[config.mk]
export PLATFORM = sky130hd
export DESIGN_NAME = uart_tx_frame
export DESIGN_NICKNAME = d
export VERILOG_FILES = /design/src/rtl/uart_tx_frame.sv
export SDC_FILE = /design/constraint.sdc
export NUM_CORES = 1
export LEC_CHECK = 0
export CELL_PAD_IN_SITES_DETAIL_PLACEMENT = 1
export CELL_PAD_IN_SITES_GLOBAL_PLACEMENT = 2
export CORE_MARGIN = 2
export CORE_UTILIZATION = 34
export DETAILED_ROUTE_END_ITERATION = 6
export PLACE_DENSITY_LB_ADDON = 0.1
export SKIP_LAST_GASP = 1
export SYNTH_ARGS = -nofsm -noshare
export SYNTH_HDL_FRONTEND = slang
export SYNTH_SLANG_ARGS = --single-unit
[constraint.sdc]
create_clock -name i_clk -period 2.2 [get_ports i_clk]
set_clock_uncertainty 0.1 [all_clocks]
set_input_delay 0.44 -clock i_clk [delete_from_list [all_inputs] [get_ports i_clk]]
set_output_delay 0.44 -clock i_clk [all_outputs]
set_load 0.05 [all_outputs]
[src/rtl/uart_tx_frame.sv]
// Parametrised UART transmitter: start bit, LSB-first data, optional parity, 1-2 stop bits.
// One word is accepted per valid/ready handshake and captured at acceptance.
module uart_tx_frame #(
    parameter int CLKS_PER_BIT = 16,
    parameter int DATA_BITS    = 8,
    parameter int PARITY       = 0,
    parameter int STOP_BITS    = 1
) (
    input  logic                 i_clk,
    input  logic                 i_reset,
    input  logic                 i_valid,
    input  logic [DATA_BITS-1:0] i_data,
    output logic                 o_ready,
    output logic                 o_txd,
    output logic                 o_busy,
    output logic                 o_done,
    output logic [2:0]           o_state
);

    localparam int               CNT_W     = (CLKS_PER_BIT > 1) ? $clog2(CLKS_PER_BIT) : 1;
    localparam logic [CNT_W-1:0] CNT_MAX   = CNT_W'(CLKS_PER_BIT - 1);
    localparam logic [3:0]       BIT_LAST  = 4'(DATA_BITS - 1);
    localparam logic             STOP_LAST = (STOP_BITS == 2);

    typedef enum logic [2:0] {
        S_IDLE   = 3'd0,
        S_START  = 3'd1,
        S_DATA   = 3'd2,
        S_PARITY = 3'd3,
        S_STOP   = 3'd4
    } state_t;

    state_t               state, state_n;
    logic [CNT_W-1:0]     cnt, cnt_n;
    logic [3:0]           bit_idx, bit_idx_n;
    logic                 stop_idx, stop_idx_n;
    logic [DATA_BITS-1:0] shreg, shreg_n;
    logic                 par_bit, par_bit_n;
    logic                 txd_n;
    logic                 done_n;
    logic                 bit_end;

    // Handshake: a word transfers on a rising edge where i_valid and o_ready are both high;
    // o_ready is high only in IDLE and i_valid is ignored at all other times.
    assign o_ready = (state == S_IDLE);
    assign o_busy  = ~o_ready;
    assign o_state = state;
    assign bit_end = (cnt == CNT_MAX);

    always_ff @(posedge i_clk or negedge i_reset) begin
        if (!i_reset) begin
            state    <= S_IDLE;
            cnt      <= '0;
            bit_idx  <= '0;
            stop_idx <= 1'b0;
            shreg    <= '0;
            par_bit  <= 1'b0;
            o_txd    <= 1'b1;
            o_done   <= 1'b0;
        end else begin
            state    <= state_n;
            cnt      <= cnt_n;
            bit_idx  <= bit_idx_n;
            stop_idx <= stop_idx_n;
            shreg    <= shreg_n;
            par_bit  <= par_bit_n;
            o_txd    <= txd_n;
            o_done   <= done_n;
        end
    end

    // o_txd is registered from the current state, so every bit is delayed by the same single cycle.
    always_comb begin
        state_n    = state;
        cnt_n      = bit_end ? '0 : cnt + CNT_W'(1);
        bit_idx_n  = bit_idx;
        stop_idx_n = stop_idx;
        shreg_n    = shreg;
        par_bit_n  = par_bit;
        txd_n      = 1'b1;
        done_n     = 1'b0;

        case (state)
            S_IDLE: begin
                cnt_n = '0;
                if (i_valid) begin
                    shreg_n    = i_data;
                    par_bit_n  = (PARITY == 1) ? ~^i_data : ^i_data;
                    bit_idx_n  = '0;
                    stop_idx_n = 1'b0;
                    state_n    = S_START;
                end
            end
            S_START: begin
                txd_n = 1'b0;
                if (bit_end) begin
                    state_n = S_DATA;
                end
            end
            S_DATA: begin
                txd_n = shreg[0];
                if (bit_end) begin
                    shreg_n = shreg >> 1;
                    if (bit_idx == BIT_LAST) begin
                        bit_idx_n = '0;
                        state_n   = (PARITY != 0) ? S_PARITY : S_STOP;
                    end else begin
                        bit_idx_n = bit_idx + 4'd1;
                    end
                end
            end
            S_PARITY: begin
                txd_n = par_bit;
                if (bit_end) begin
                    state_n = S_STOP;
                end
            end
            S_STOP: begin
                txd_n = 1'b1;
                if (bit_end) begin
                    if (stop_idx == STOP_LAST) begin
                        stop_idx_n = 1'b0;
                        done_n     = 1'b1;
                        state_n    = S_IDLE;
                    end else begin
                        stop_idx_n = stop_idx + 1'b1;
                    end
                end
            end
            default: begin
                cnt_n   = '0;
                state_n = S_IDLE;
            end
        endcase
    end

endmodule
# [Yosys cells after proc, flatten, opt, wreduce, memory -nomap -nowiden]
# Cells that the tools add are included.
[classes] n_addsub=3 n_eq_ne=13 mux=25 bitwise=1 n_reduce_logical=9
[ops] cell="3-bit 2-to-1 mux" count=7
[ops] cell="4-bit 2-to-1 mux" count=5
[ops] cell="8-bit 2-to-1 mux" count=2
[ops] cell="8-bit case mux with 2 select lines" count=1
[ops] cell="3-bit case mux with 5 select lines" count=1
[ops] cell="2-bit != test, second input constant" count=7
[ops] cell="4-bit by 1-bit adder with 4-bit output, second input constant" count=2
[ops] cell="4-bit case mux with 2 select lines" count=1
[ops] cell="8-bit XOR reduction" count=1
[ops] cell="7-bit AND reduction" count=1
[ops] cell="3-bit by 2-bit == test with 1-bit output, second input constant" count=2
[ops] cell="1-bit 2-to-1 mux" count=6
[ops] cell="3-bit AND reduction" count=2
[ops] cell="4-bit by 3-bit == test with 1-bit output, second input constant" count=1
[ops] cell="4-bit == test, second input constant" count=1
[ops] cell="2-bit nonzero test" count=2
[ops] cell="4-bit OR reduction" count=1
[ops] cell="3-bit by 1-bit == test with 1-bit output, second input constant" count=1
[ops] cell="3-bit == test, second input constant" count=1
[ops] cell="3-bit logical NOT" count=1
[ops] cell="1-bit case mux with 3 select lines" count=1
[ops] cell="1-bit case mux with 2 select lines" count=1
[ops] cell="2-bit AND reduction" count=1
[ops] cell="1-bit adder, second input constant" count=1
[ops] cell="1-bit NOT" count=1
[word_totals] reg_bits=23 inputBits=11 output_inout_bits=7 wordCells=59

# [Depth between registers and ports, before layout]
[logic_depth] word_depth=4 depth_mapped=6 ltp_nobuf=5

# [Least setup slack after synthesis]
# No wires, ideal clock.
[synth_path] kind="flip-flop to flip-flop" from="register state[0] (netlist: o_state[0])" to="register cnt[1]" setup_ns=0.122 arrival_ns=2.922 path_slack_ns=-0.944 path_stages_with_launch=5 n_path_buf=1 period_less_slack_ns=3.144 cell_sequence="dfrtp_1 buf_2 nor3_1 inv_1 and3_1"
[synth_via] elab_chain_cells=3
[synth_rtl] item="from (decl)" line_no="33" rtl="state_t state, state_n;"
[synth_rtl] item="from (signal assigned)" line_no="61" rtl="state <= state_n;"
[synth_rtl] item="3-bit == test (tied with other cells)" line_no="83" rtl="case (state)"
[synth_rtl] item="4-bit OR reduction (no source line) (*)"
[synth_rtl] item="4-bit 2-to-1 mux (*)" line_no="83"
[synth_rtl] item="via cnt_n[1]" line_no="34" rtl="logic [CNT_W-1:0] cnt, cnt_n;"
[synth_rtl] item="to (signal assigned)" line_no="62" rtl="cnt <= cnt_n;"
[synth_rtl] item="to (decl)" line_no="34"
# Mark *: on every way through the listed nets, which the timed path passes. The rest lies on a longest branch.
# A chain may end at the register's enable or synchronous reset.

# [Worst setup path after layout]
[layout_path] from="register state[2] (netlist: o_state[2])" to="output port o_busy"
[layout_via] elab_chain_cells=2
[layout_rtl] item="3-bit logical NOT" line_no="45" rtl="assign o_ready = (state == S_IDLE);"
[layout_rtl] item="1-bit NOT" line_no="46" rtl="assign o_busy = ~o_ready;"
[layout_rtl] item="to (decl)" line_no="15" rtl="output logic o_busy,"
# Every way passes these cells.

==> impl_summary.md <==
Worst setup path
In this design, the stage delay of the slowest critical-path cell is 0.52 ns. The library cell contributing the largest single delay on the critical path is sky130_fd_sc_hd__dfrtp_2. The largest driver fanout on the critical path is 11. The worst setup path is launched from a flop.

Traced cell by cell, the critical path runs through nor3_4, clkinvlp_4, buf_4. Data arrives at the worst endpoint at 1.50 ns. The cell family with the largest share of critical-path delay is flip-flops. STA puts the critical path data required time at 1.66 ns. The type of destination of the critical path is an output port. The critical path contains buffers and inverters numbering 2 combined. The critical path in this run is classified as reg2out.

Job
Max-cap violations in this run came to 0.

Detailed routing
For this block, the initial DRC count from the detailed router was 23. In the routed layout, each cell is associated on average with a via count of 5.00. The overall via count from detail_route is 910. For this block, the routed nets add up to 2450 um of wire. The first detailed-routing pass ran for 4 iterations. In this run the remaining antenna-violating nets after routing total 0. The post-detailed-route wirelength per cell is 13.5 um. The DRC violations left is 0.

Clock tree
Clock latency on the worst-skew pair, taken at its later pin, is 0.32 ns. The clock-pin slew of the registers on the worst-case setup and hold paths is 0.14 ns. Buffers inserted during clock tree synthesis total 3. The TritonCTS clock tree is yes. The count of cells resized by post-cts repair is 0.

For this design, the sink count on the clock tree is 22. The worst-case clock buffer depth is 2. The tree is rooted in a sky130_fd_sc_hd__clkbuf_4. In this run the number of H-tree levels came out at 1. The post-cts hold buffer count is 0.

The number of setup buffers added after CTS is 0.

Logic synthesis
The sequential fraction of the synthesis area is 46.5%. The cell count after synthesis came out at 116. The share of synthesized registers carrying an async set or reset is 100%. Of all cell types, the one taking the most synthesized area is sky130_fd_sc_hd__dfrtp_1. Sorting the synthesized cells by area gives the leading types as sky130_fd_sc_hd__dfrtp_1, sky130_fd_sc_hd__mux2i_1, sky130_fd_sc_hd__xnor2_1, sky130_fd_sc_hd__a21oi_2, sky130_fd_sc_hd__nor2_1. After synthesis, the largest area contributor takes up 44.3% of total cell area. The area of the mapped netlist is 1190 um2.

Yosys mapped a number of flops with a built-in enable equal to 0. The number of synthesis warnings is 0. The total nets after synthesis is 129.

The most used standard cell by instance count after synthesis is sky130_fd_sc_hd__dfrtp_1. In this run the mean area of a mapped cell was 10.2 um2. In this run, distinct cell masters in the synthesized netlist total 30. The most used flip-flop cell after synthesis is sky130_fd_sc_hd__dfrtp_1. The post-synthesis register bit count is 22. The commonest cells after synthesis are sky130_fd_sc_hd__dfrtp_1, sky130_fd_sc_hd__nor2_1, sky130_fd_sc_hd__a21oi_1, sky130_fd_sc_hd__mux2i_1, sky130_fd_sc_hd__xnor2_1.

Global route
The first global-routing pass estimated 4500 um of wire. Entering global routing, the biggest net connects 23 pins. In the global route stage, overall resource usage came out at 14.0%. The initial antenna violation count is 0. The total global routing overflow is 0. The via count of the first global-routing pass came to 1007.

Die
The core box area is 3340 um2. From bottom edge to top edge, the die measures 63.1 um. Once the floorplan was initialized, standard cells occupied 35.6% of the core. The count of pins on the block boundary is 18. The full die area is 3980 um2. After floorplanning, the core was divided into 21 placement rows. The width of the chip is 63.1 um.

Placed design
At the end of routability-driven placement, the weighted congestion stood at 0.741. The count of buffers added on input and output ports is 17. OpenSTA, run right after detailed placement, puts the worst setup slack at 0.376 ns. The cell area after placement is 1420 um2. Summed over all nets, the half-perimeter wirelength after detailed placement is 1840 um.

Timing
Setup repair after global routing left no endpoint under its margin. The routed design could run at a clock period as short as 2.04 ns. In the post-route analysis, the smallest setup slack over all paths is 0.159 ns. Setup violations remaining at the end of the flow were counted as 0. In this run the tightest slew margin relative to its limit is 67.6%. The number of max-slew violations in the final report is 0. In the finished design, the share of the clock period the worst path needs comes to 92.8%. At the pin with the least slew margin, the transition time is 0.485 ns. The number of endpoints with negative hold slack in the final report came to 0.

In the final timing run, aggregate negative setup slack is 0 ns. Static timing analysis puts the maximum clock frequency at 490 MHz. The worst hold margin is 0.353 ns.

Finish
In the final layout, the share of cells above drive strength 1 is 23.5%. The post-route cell area is 1470 um2. 0 antenna diodes ended up in the layout.

The synthesis-to-finish area growth is 24.1%. The net total in the final layout is 150.

Pwr
For this design the ratio of total power to cell area is 1370 nW/um2. The leakage dissipation is 0.660 nW. The worst-case IR drop observed on VDD is 370 uV.

Worst hold path
The path class of the tightest hold or removal check is in2async.

Outcome
The flow ran to the end, and the final reports show no timing, DRC or antenna violations.
[cell type report]
cell class / count / area, um2
multi-input combinational: 81 / 573
clock inverter: 1 / 30.0
sequential: 22 / 556
tap: 46 / 57.6
fill: 396 / 1860
clock buffer: 3 / 22.5
inverter: 7 / 30.0
timing repair buffer: 22 / 205
[where the power goes]
group	switching, mW	total, mW	internal (mW)
clock	0.138	0.322	0.184
sequential	0.167	0.748	0.581
combinational	0.535	0.942	0.407
[through the flow]
stage | utilization (%) | power, mW | instances
global route | 44.2 | 2.19 | 182
finish | 44.2 | 2.01 | 182
CTS | 44.2 | 2.05 | 182
floorplan | - | 1.48 | 116
detailed placement | 42.6 | 1.72 | 178
global placement | 42.6 | 1.70 | 178
[worst register-to-register path, cell delays in order, from the launching register on]
cell                       delay, ns
sky130_fd_sc_hd__dfrtp_1        0.42
sky130_fd_sc_hd__ha_1           0.28
sky130_fd_sc_hd__nand4_2        0.18
sky130_fd_sc_hd__a21boi_4       0.21
sky130_fd_sc_hd__buf_4          0.21
sky130_fd_sc_hd__nand3_1        0.09
sky130_fd_sc_hd__o21ai_0        0.08
[placed cells by master, fill, tap and decap left out, drive strengths merged]
cell type / netlist / layout
a311o: 1 / 1
a21oi: 14 / 14
bufinv: 0 / 1
o31ai: 1 / 1
mux2i: 8 / 8
o2bb2ai: 1 / 1
a21boi: 1 / 1
clkinvlp: 0 / 1
a22oi: 1 / 1
buf: 6 / 11
dfrtp: 21 / 21
nor3: 5 / 5
nand4b: 1 / 1
o21bai: 1 / 1
nand2b: 1 / 1
o21ai: 6 / 6
nor4b: 1 / 1
nand3: 4 / 4
inv: 7 / 6
o211a: 1 / 1
clkdlybuf4s50: 0 / 11
clkbuf: 0 / 3
dfstp: 1 / 1
nand2: 5 / 5
o22ai: 1 / 1
ha: 2 / 2
nor2: 13 / 13
nand4: 1 / 1
and3: 4 / 4
xnor2: 8 / 8
[kinds of logic after synthesis]
family | share of synthesized area, %
mux | 6.74
simple gates | 14.9
xor+xnor | 5.90
compound gates | 17.7
fa+ha+maj | 2.11
buf+inv | 6.22
flops | 46.5
[registers in the layout (all words and copies together) (netlist names)]
name / count
o_txd: 1
cnt: 4
o_state: 3
bit_idx: 4
par_bit: 1
shreg: 8
o_done: 1
[path summary, 6_finish.rpt]
| check | startpoint | endpoint | slack [ns] | cells past startpoint |
|---|---|---|---|---|
| setup / recovery | o_state[2]$_DFFE_PN0P_ | o_busy | 0.16 | 3 |
| hold / removal | i_reset | cnt[3]$_DFF_PN0_ | 0.35 | 2 |
| setup reg to reg | cnt[0]$_DFF_PN0_ | shreg[7]$_DFFE_PN0P_ | 0.56 | 6 |
| hold reg to reg | cnt[0]$_DFF_PN0_ | cnt[0]$_DFF_PN0_ | 0.41 | 1 |
| max in group asynchronous | i_reset | o_txd$_DFF_PN1_ | 1.37 | 2 |
| min in group i_clk | cnt[0]$_DFF_PN0_ | cnt[0]$_DFF_PN0_ | 0.41 | 1 |
[per-layer routing]
layer,part of all wire [%],vias up,wire length [um],track usage [%]
li1,-,444,-,-
met1,46,443,1140,17.4
met2,48,18,1170,24.1
met3,4.4,5,107,2.86
met4,1.5,0,38,5.00
met5,0,-,0,0
(Power assumes the default switching activity.)
